--- src/rtl/bitmask_next_popcount_reg.sv ---
// Registered Gosper's-hack step. It returns the next larger word with the same popcount,
// or wraps to the smallest such word and flags the wrap. The output is one register stage with valid/ready.

module bnp_isolate_rightmost #(
    parameter int W = 8
) (
    input  logic [W-1:0] a_i,
    output logic [W-1:0] y_o
);
    assign y_o = a_i & (~a_i + W'(1));
endmodule

module bnp_addsub #(
    parameter int W = 8
) (
    input  logic [W-1:0] a_i,
    input  logic [W-1:0] b_i,
    input  logic         sub_i,
    output logic [W-1:0] sum_o,
    output logic         carry_o
);
    logic [W-1:0] b_eff;
    assign b_eff = sub_i ? ~b_i : b_i;
    assign {carry_o, sum_o} = {1'b0, a_i} + {1'b0, b_eff} + {{W{1'b0}}, sub_i};
endmodule

module bnp_hamming #(
    parameter int W = 8
) (
    input  logic [W-1:0] a_i,
    input  logic [W-1:0] b_i,
    output logic [W-1:0] dist_o
);
    logic [W-1:0] diff;
    assign diff = a_i ^ b_i;

    always_comb begin
        dist_o = '0;
        for (int i = 0; i < W; i++)
            dist_o = dist_o + {{(W-1){1'b0}}, diff[i]};
    end
endmodule

module bnp_shifter #(
    parameter int W = 8
) (
    input  logic [W-1:0] amt_i,
    output logic [W-1:0] y_o
);
    localparam logic [W-1:0] W_L = W'(W);
    localparam logic [W-1:0] ONE = W'(1);

    // Shift amounts at or beyond the word width must produce 0.
    assign y_o = (amt_i >= W_L) ? '0 : (ONE << amt_i);
endmodule

module bitmask_next_popcount_reg #(
    parameter int WORD_WIDTH = 8
) (
    input  logic                  clock,
    input  logic                  clear,
    input  logic                  input_valid,
    output logic                  input_ready,
    input  logic [WORD_WIDTH-1:0] word_in,
    output logic                  output_valid,
    input  logic                  output_ready,
    output logic [WORD_WIDTH-1:0] word_out,
    output logic                  wrapped
);
    localparam int W = WORD_WIDTH;

    logic [W-1:0] smallest, ripple, changed, adj, shifted, lost, next_w;
    logic         carry, next_wrap;
    logic         unused_adj_c, unused_lost_c;

    bnp_isolate_rightmost #(.W(W)) u_iso (
        .a_i (word_in),
        .y_o (smallest)
    );

    bnp_addsub #(.W(W)) u_ripple (
        .a_i     (word_in),
        .b_i     (smallest),
        .sub_i   (1'b0),
        .sum_o   (ripple),
        .carry_o (carry)
    );

    bnp_hamming #(.W(W)) u_ham (
        .a_i    (word_in),
        .b_i    (ripple),
        .dist_o (changed)
    );

    // The -2 applies only when the ripple stayed inside the word.
    bnp_addsub #(.W(W)) u_adj (
        .a_i     (changed),
        .b_i     (carry ? '0 : W'(2)),
        .sub_i   (1'b1),
        .sum_o   (adj),
        .carry_o (unused_adj_c)
    );

    bnp_shifter #(.W(W)) u_shift (
        .amt_i (adj),
        .y_o   (shifted)
    );

    bnp_addsub #(.W(W)) u_lost (
        .a_i     (shifted),
        .b_i     (W'(1)),
        .sub_i   (1'b1),
        .sum_o   (lost),
        .carry_o (unused_lost_c)
    );

    // A zero word has no successor, so force the result to zero instead of all-ones.
    assign next_w    = (word_in == '0) ? '0 : (ripple | lost);
    assign next_wrap = (word_in != '0) & carry;

    logic         valid_q, valid_d;
    logic [W-1:0] word_q, word_d;
    logic         wrap_q, wrap_d;
    logic         accept;

    assign input_ready = !valid_q | output_ready;
    assign accept      = input_valid & input_ready;

    always_comb begin
        valid_d = valid_q;
        word_d  = word_q;
        wrap_d  = wrap_q;
        if (accept) begin
            valid_d = 1'b1;
            word_d  = next_w;
            wrap_d  = next_wrap;
        end else if (output_ready) begin
            valid_d = 1'b0;
        end
    end

    always_ff @(posedge clock) begin
        if (clear) begin
            valid_q <= 1'b0;
            word_q  <= '0;
            wrap_q  <= 1'b0;
        end else begin
            valid_q <= valid_d;
            word_q  <= word_d;
            wrap_q  <= wrap_d;
        end
    end

    assign output_valid = valid_q;
    assign word_out     = word_q;
    assign wrapped      = wrap_q;
endmodule

--- config.mk ---
export PLATFORM = sky130hd
export DESIGN_NAME = bitmask_next_popcount_reg
export DESIGN_NICKNAME = d
export VERILOG_FILES = /design/src/rtl/bitmask_next_popcount_reg.sv
export SDC_FILE = /design/constraint.sdc
export NUM_CORES = 1
export LEC_CHECK = 0
export CAP_MARGIN = 0
export CORE_UTILIZATION = 55
export DETAILED_ROUTE_END_ITERATION = 7
export PLACE_DENSITY = 0.78
export SLEW_MARGIN = 15
export SYNTH_ARGS = -nofsm -noshare
export SYNTH_HDL_FRONTEND = slang
export SYNTH_HIERARCHICAL = 1
export SYNTH_SLANG_ARGS = --single-unit
--- constraint.sdc ---
create_clock -name clock -period 21 [get_ports clock]
set_input_delay 6.3 -clock clock [delete_from_list [all_inputs] [get_ports clock]]
set_output_delay 6.3 -clock clock [all_outputs]
set_load 0.005 [all_outputs]
==> flow_summary_export.csv <==
group,metric,value,unit
grt,overflow,0,
grt,grt_util_met1,0.305,
grt,use_met2,0.359,
clock_network,cts_resized,0,
setup_path,required,21.16,ns
final_layout,most-common-layout-cells,"33 x xor2_1, 24 x inv_1, 24 x conb_1, 24 x ha_1, 22 x clkdlybuf4s50_1",
min_path,hold_class,"flip-flop to flip-flop",
drt,drcViolationCount,0,
drt,first_pass_iters,4,
clock_network,cts_made_buffers,3,
grt,grt_start_max_net_pins,11,
setup_path,critical_path_class,"primary input to flip-flop",
setup_path,arrival,14.59,ns
clock_network,htreeDepth,1,
die,die_w,62.8,um
pwr,p_leak,1.04,nW
synth,syn_inst,231,
timing,hold_viol_final,0,
final_layout,syn_to_final_growth,15.5,%
placed_design,gp_congestion,0.892,
die,initial_core_util,0.591,
pwr,cellPowerDensity,135,nW/um2
grt,grt_first_pass_wirelength,6960,um
setup_path,regToRegEndpoint,"wrapped",
clock_network,post-cts-setup-buffer-count,0,
die,num_io_pins,23,
synth,syn_area,2040,um2
setup_path,crit_path_start_kind,"primary input",
pwr,combPwrFrac,0.868,
setup_path,crit_fanout,10,
final_layout,mostFrequentLayoutCell,"xor2_1",
die,die-area,3950,um2
clock_network,clock-root-buffer,"clkbuf_8",
setup_path,r2r_cells,3,
timing,fmax,69.3,MHz
synth,synth_warnings,6,
pwr,seq_power_share,0.072,
drt,drt-total-wl,4090,um
final_layout,fin_area,2350,um2
setup_path,critPathBufInv,6,
setup_path,worstSetupStartpoint,"word_in[0]",
placed_design,hpwl,3300,um
clock_network,ctsHoldBuffers,0,
grt,grt_antenna_before_repair,0,
setup_path,cp_slowest_stage_delay,0.74,ns
final_layout,antenna_cells,0,
pwr,switchingPower,0.174,mW
grt,grtUsageMet3,0.00547,
timing,rsz0062_at_grt,"no",
setup_path,ff2ff_setup_slack,19.85,ns
job,max-cap-violations,0,
drt,wl_per_cell,13.0,um
pwr,p_int,0.144,mW
die,rows,21,
setup_path,path_delay_family,"adder cells",
pwr,swShare,0.547,
clock_network,cts_sinks,10,
timing,skew,0.00261,ns
drt,routed_via_density,5.26,
setup_path,r2r-start,"output_valid",
grt,grt_most_used_layer,"met2",
timing,drv_slew,0,
clock_network,clk_pin_slew,0.05,ns
die,die_h,62.8,um
timing,fin_crit_sh,0.687,
setup_path,crit_path_top_delay_cell,"clkdlybuf4s50_1",
setup_path,cp_num_cells,33,
min_path,holdPathStages,1,
final_layout,nets,313,
placed_design,dpl-instance-area,2310,um2
grt,grt_usage,0.214,
setup_path,cp-endpoint,"word_out[6]",
grt,grt_pass1_vias,1560,
clock_network,clk_path_buf_depth,2,
setup_path,worstSetupEndpointType,"flip-flop",
timing,post-route-min-period,14.43,ns
final_layout,drive_gt1_frac,0.112,
drt,num_vias,1651,
drt,drt_iter0_drc,63,
clock_network,cts_tree,"yes",
drt,antenna_left,0,
timing,finalSetupViolCount,0,
pwr,clkPwrFrac,0.060,
status,status,"finished clean",
timing,fin_tns_setup,0,ns
clock_network,clk_latency,0.23,ns
placed_design,portBuffers,22,
synth,syn_area_per_cell,8.81,um2
setup_path,cpMostUsedCell,"fa_1",
timing,tightest_slew,0.546,ns
pwr,max-vdd-ir-drop,0.0000912,V
die,coreArea,3440,um2
timing,relSlewSlack,0.633,
[layer usage]
layer  vias to the layer above  wire length, um
li1                        861                -
met1                       756             2130
met2                        32             1820
met3                         2              110
met4                         0               18
met5                         -                0
[registers in the layout, indices dropped and copies added (netlist names)]
| signal | cells |
|---|---|
| output_valid | 1 |
| word_out | 8 |
| wrapped | 1 |
[worst min path at each step]
stage | end | slack [ns] | startpoint
after floorplan | word_out[0] | 0.46 | word_out[0]
after global placement | word_out[4] | 0.45 | word_out[4]
after detailed placement | word_out[2] | 0.45 | word_out[2]
after CTS | word_out[2] | 0.46 | word_out[2]
after global routing | word_out[5] | 0.48 | word_out[5]
final | word_out[5] | 0.46 | word_out[5]
[cell type report]
type	instances	area, um2
flip-flops and latches	10	200
well taps	46	57.6
fillers	300	1090
clock buffers	3	41.3
repair buffers	22	220
multi-input cells	209	1740
inverters	24	90.1
[stage by stage]
stage	hold slack (ns)	cells	power [mW]	worst slack, ns	util
2_1_floorplan	0.456	252	0.246	7.85	-
3_3_place_gp	0.453	311	0.289	6.50	0.671
3_5_place_dp	0.450	311	0.293	6.40	0.671
4_1_cts	0.465	314	0.314	6.59	0.683
5_1_grt	0.482	314	0.350	6.09	0.683
6_report	0.460	314	0.318	6.57	0.683
[power by group through the flow]
stage / Sequential, mW / Clock [mW] / Combinational (mW)
after floorplan: 0.0232 / 0 / 0.223
after global placement: 0.0231 / 0 / 0.266
after detailed placement: 0.0231 / 0 / 0.270
after CTS: 0.0229 / 0.0195 / 0.272
after global routing: 0.0231 / 0.0201 / 0.307
final: 0.0229 / 0.0192 / 0.276
Note: power is estimated with default switching activity, not from simulation.
==> RTL change: new RTL, config.mk and constraints unchanged <==
The parameter `WORD_WIDTH` goes from 8 to 6.
--- a/src/rtl/bitmask_next_popcount_reg.sv
+++ b/src/rtl/bitmask_next_popcount_reg.sv
@@ -55,7 +55,7 @@
 endmodule
 
 module bitmask_next_popcount_reg #(
-    parameter int WORD_WIDTH = 8
+    parameter int WORD_WIDTH = 6
 ) (
     input  logic                  clock,
     input  logic                  clear,
Interface: changed (resized word_in and word_out); port bits go from 23 to 19. The function was not compared with the original's and may differ.
==> RTL change against the original RTL <==
Sequential power down 17%. Clock skew down 0.0015 ns. Clock power fell by 37%. Largest power group unchanged. Setup slack improved by 0.73 ns. Cell count is 24% lower. Via count fell by 21%. Design area fell by 25%. Wire length fell by 24%. Sequential cell count is 2 lower. Area after synthesis decreased by 24%. Total power shrank 41%. Worst hold slack better by 0.012 ns.
==> RTL change: results (changes against the original RTL) <==
[pwr]
leakage_nw = 0.795  ; -23%
combPwrFrac_pct = 83.4  ; -3.4 points
power.share.clock_pct = 6.4  ; +0.4 points
ir_drop_mv = 0.116  ; +27%
p_comb_uw = 155  ; -44%

[detailed_routing]
drtIter0Drc = 33  ; -48%
routedWlPerCell_um = 12.9  ; -0.70%
via_per_inst = 5.47  ; +4.0%

[hold_path]
hold_path_end = word_out[1]

[place]
place.gp.congestion = 0.777  ; -13%
dpl_cell_area_um2 = 1740  ; -24%
hpwlAfterDp_um = 2520  ; -24%
io_buffer_count = 18  ; -18%
dp_slack_ns = 7.30  ; +0.901 ns

[worst_setup_path]
cp_slowest_stage_delay_ns = 0.51  ; -0.23 ns
reg2reg_slack_ns = 19.86  ; about the same
r2r_end = word_out[5]
arrival_ns = 7.40  ; -7.19 ns
crit_family = buffers and inverters

[status]
status = complete, no violations

[cells_and_area]
largest_reg_flops = 6  ; -2
drive_gt1_share_pct = 7.18  ; -4.0 points
layout.cells.non_filler = 239  ; -24%
num-nets-final = 246  ; -21%

[sta]
holdWs_ns = 0.472  ; +0.0120 ns
fin_worst_skew_ns = 0.00112  ; -0.00149 ns

[cts]
insertion_delay_ns = 0.26  ; +0.03 ns
ctsRootBufferMaster = clkbuf_4

[global_route]
grt_pass1_wl_um = 4800  ; -31%
grt_use_total_pct = 21.8  ; +0.35 points

[logic_synthesis]
syn_area_per_cell_um2 = 8.50  ; -3.5%

## RTL change: layer usage
| layer | global-route usage, % | vias up | wire [um] |
|---|---|---|---|
| li1 | - | 671 | - |
| met1 | 25.7 | 602 | 1440 |
| met2 | 42.0 | 32 | 1540 |
| met3 | 2.19 | 2 | 88 |
| met4 | 4.17 | 0 | 17 |
| met5 | 0 | - | 0 |
## RTL change: area by class of cell
| cell class | instances | area (um2) |
|---|---|---|
| Fill cell | 231 | 801 |
| Clock buffer | 3 | 22.5 |
| Timing Repair Buffer | 18 | 180 |
| Sequential cell | 8 | 160 |
| Multi-Input combinational cell | 169 | 1330 |
| Inverter | 11 | 41.3 |
| Tap cell | 30 | 37.5 |
## RTL change: worst max path at each step
stage	from	to	slack (ns)	cells past startpoint
global placement	output_ready	input_ready	7.33	3
CTS	output_ready	input_ready	7.29	3
floorplan	output_ready	input_ready	8.27	1
global route	output_ready	input_ready	7.27	3
finish	output_ready	input_ready	7.30	3
detailed placement	output_ready	input_ready	7.30	3
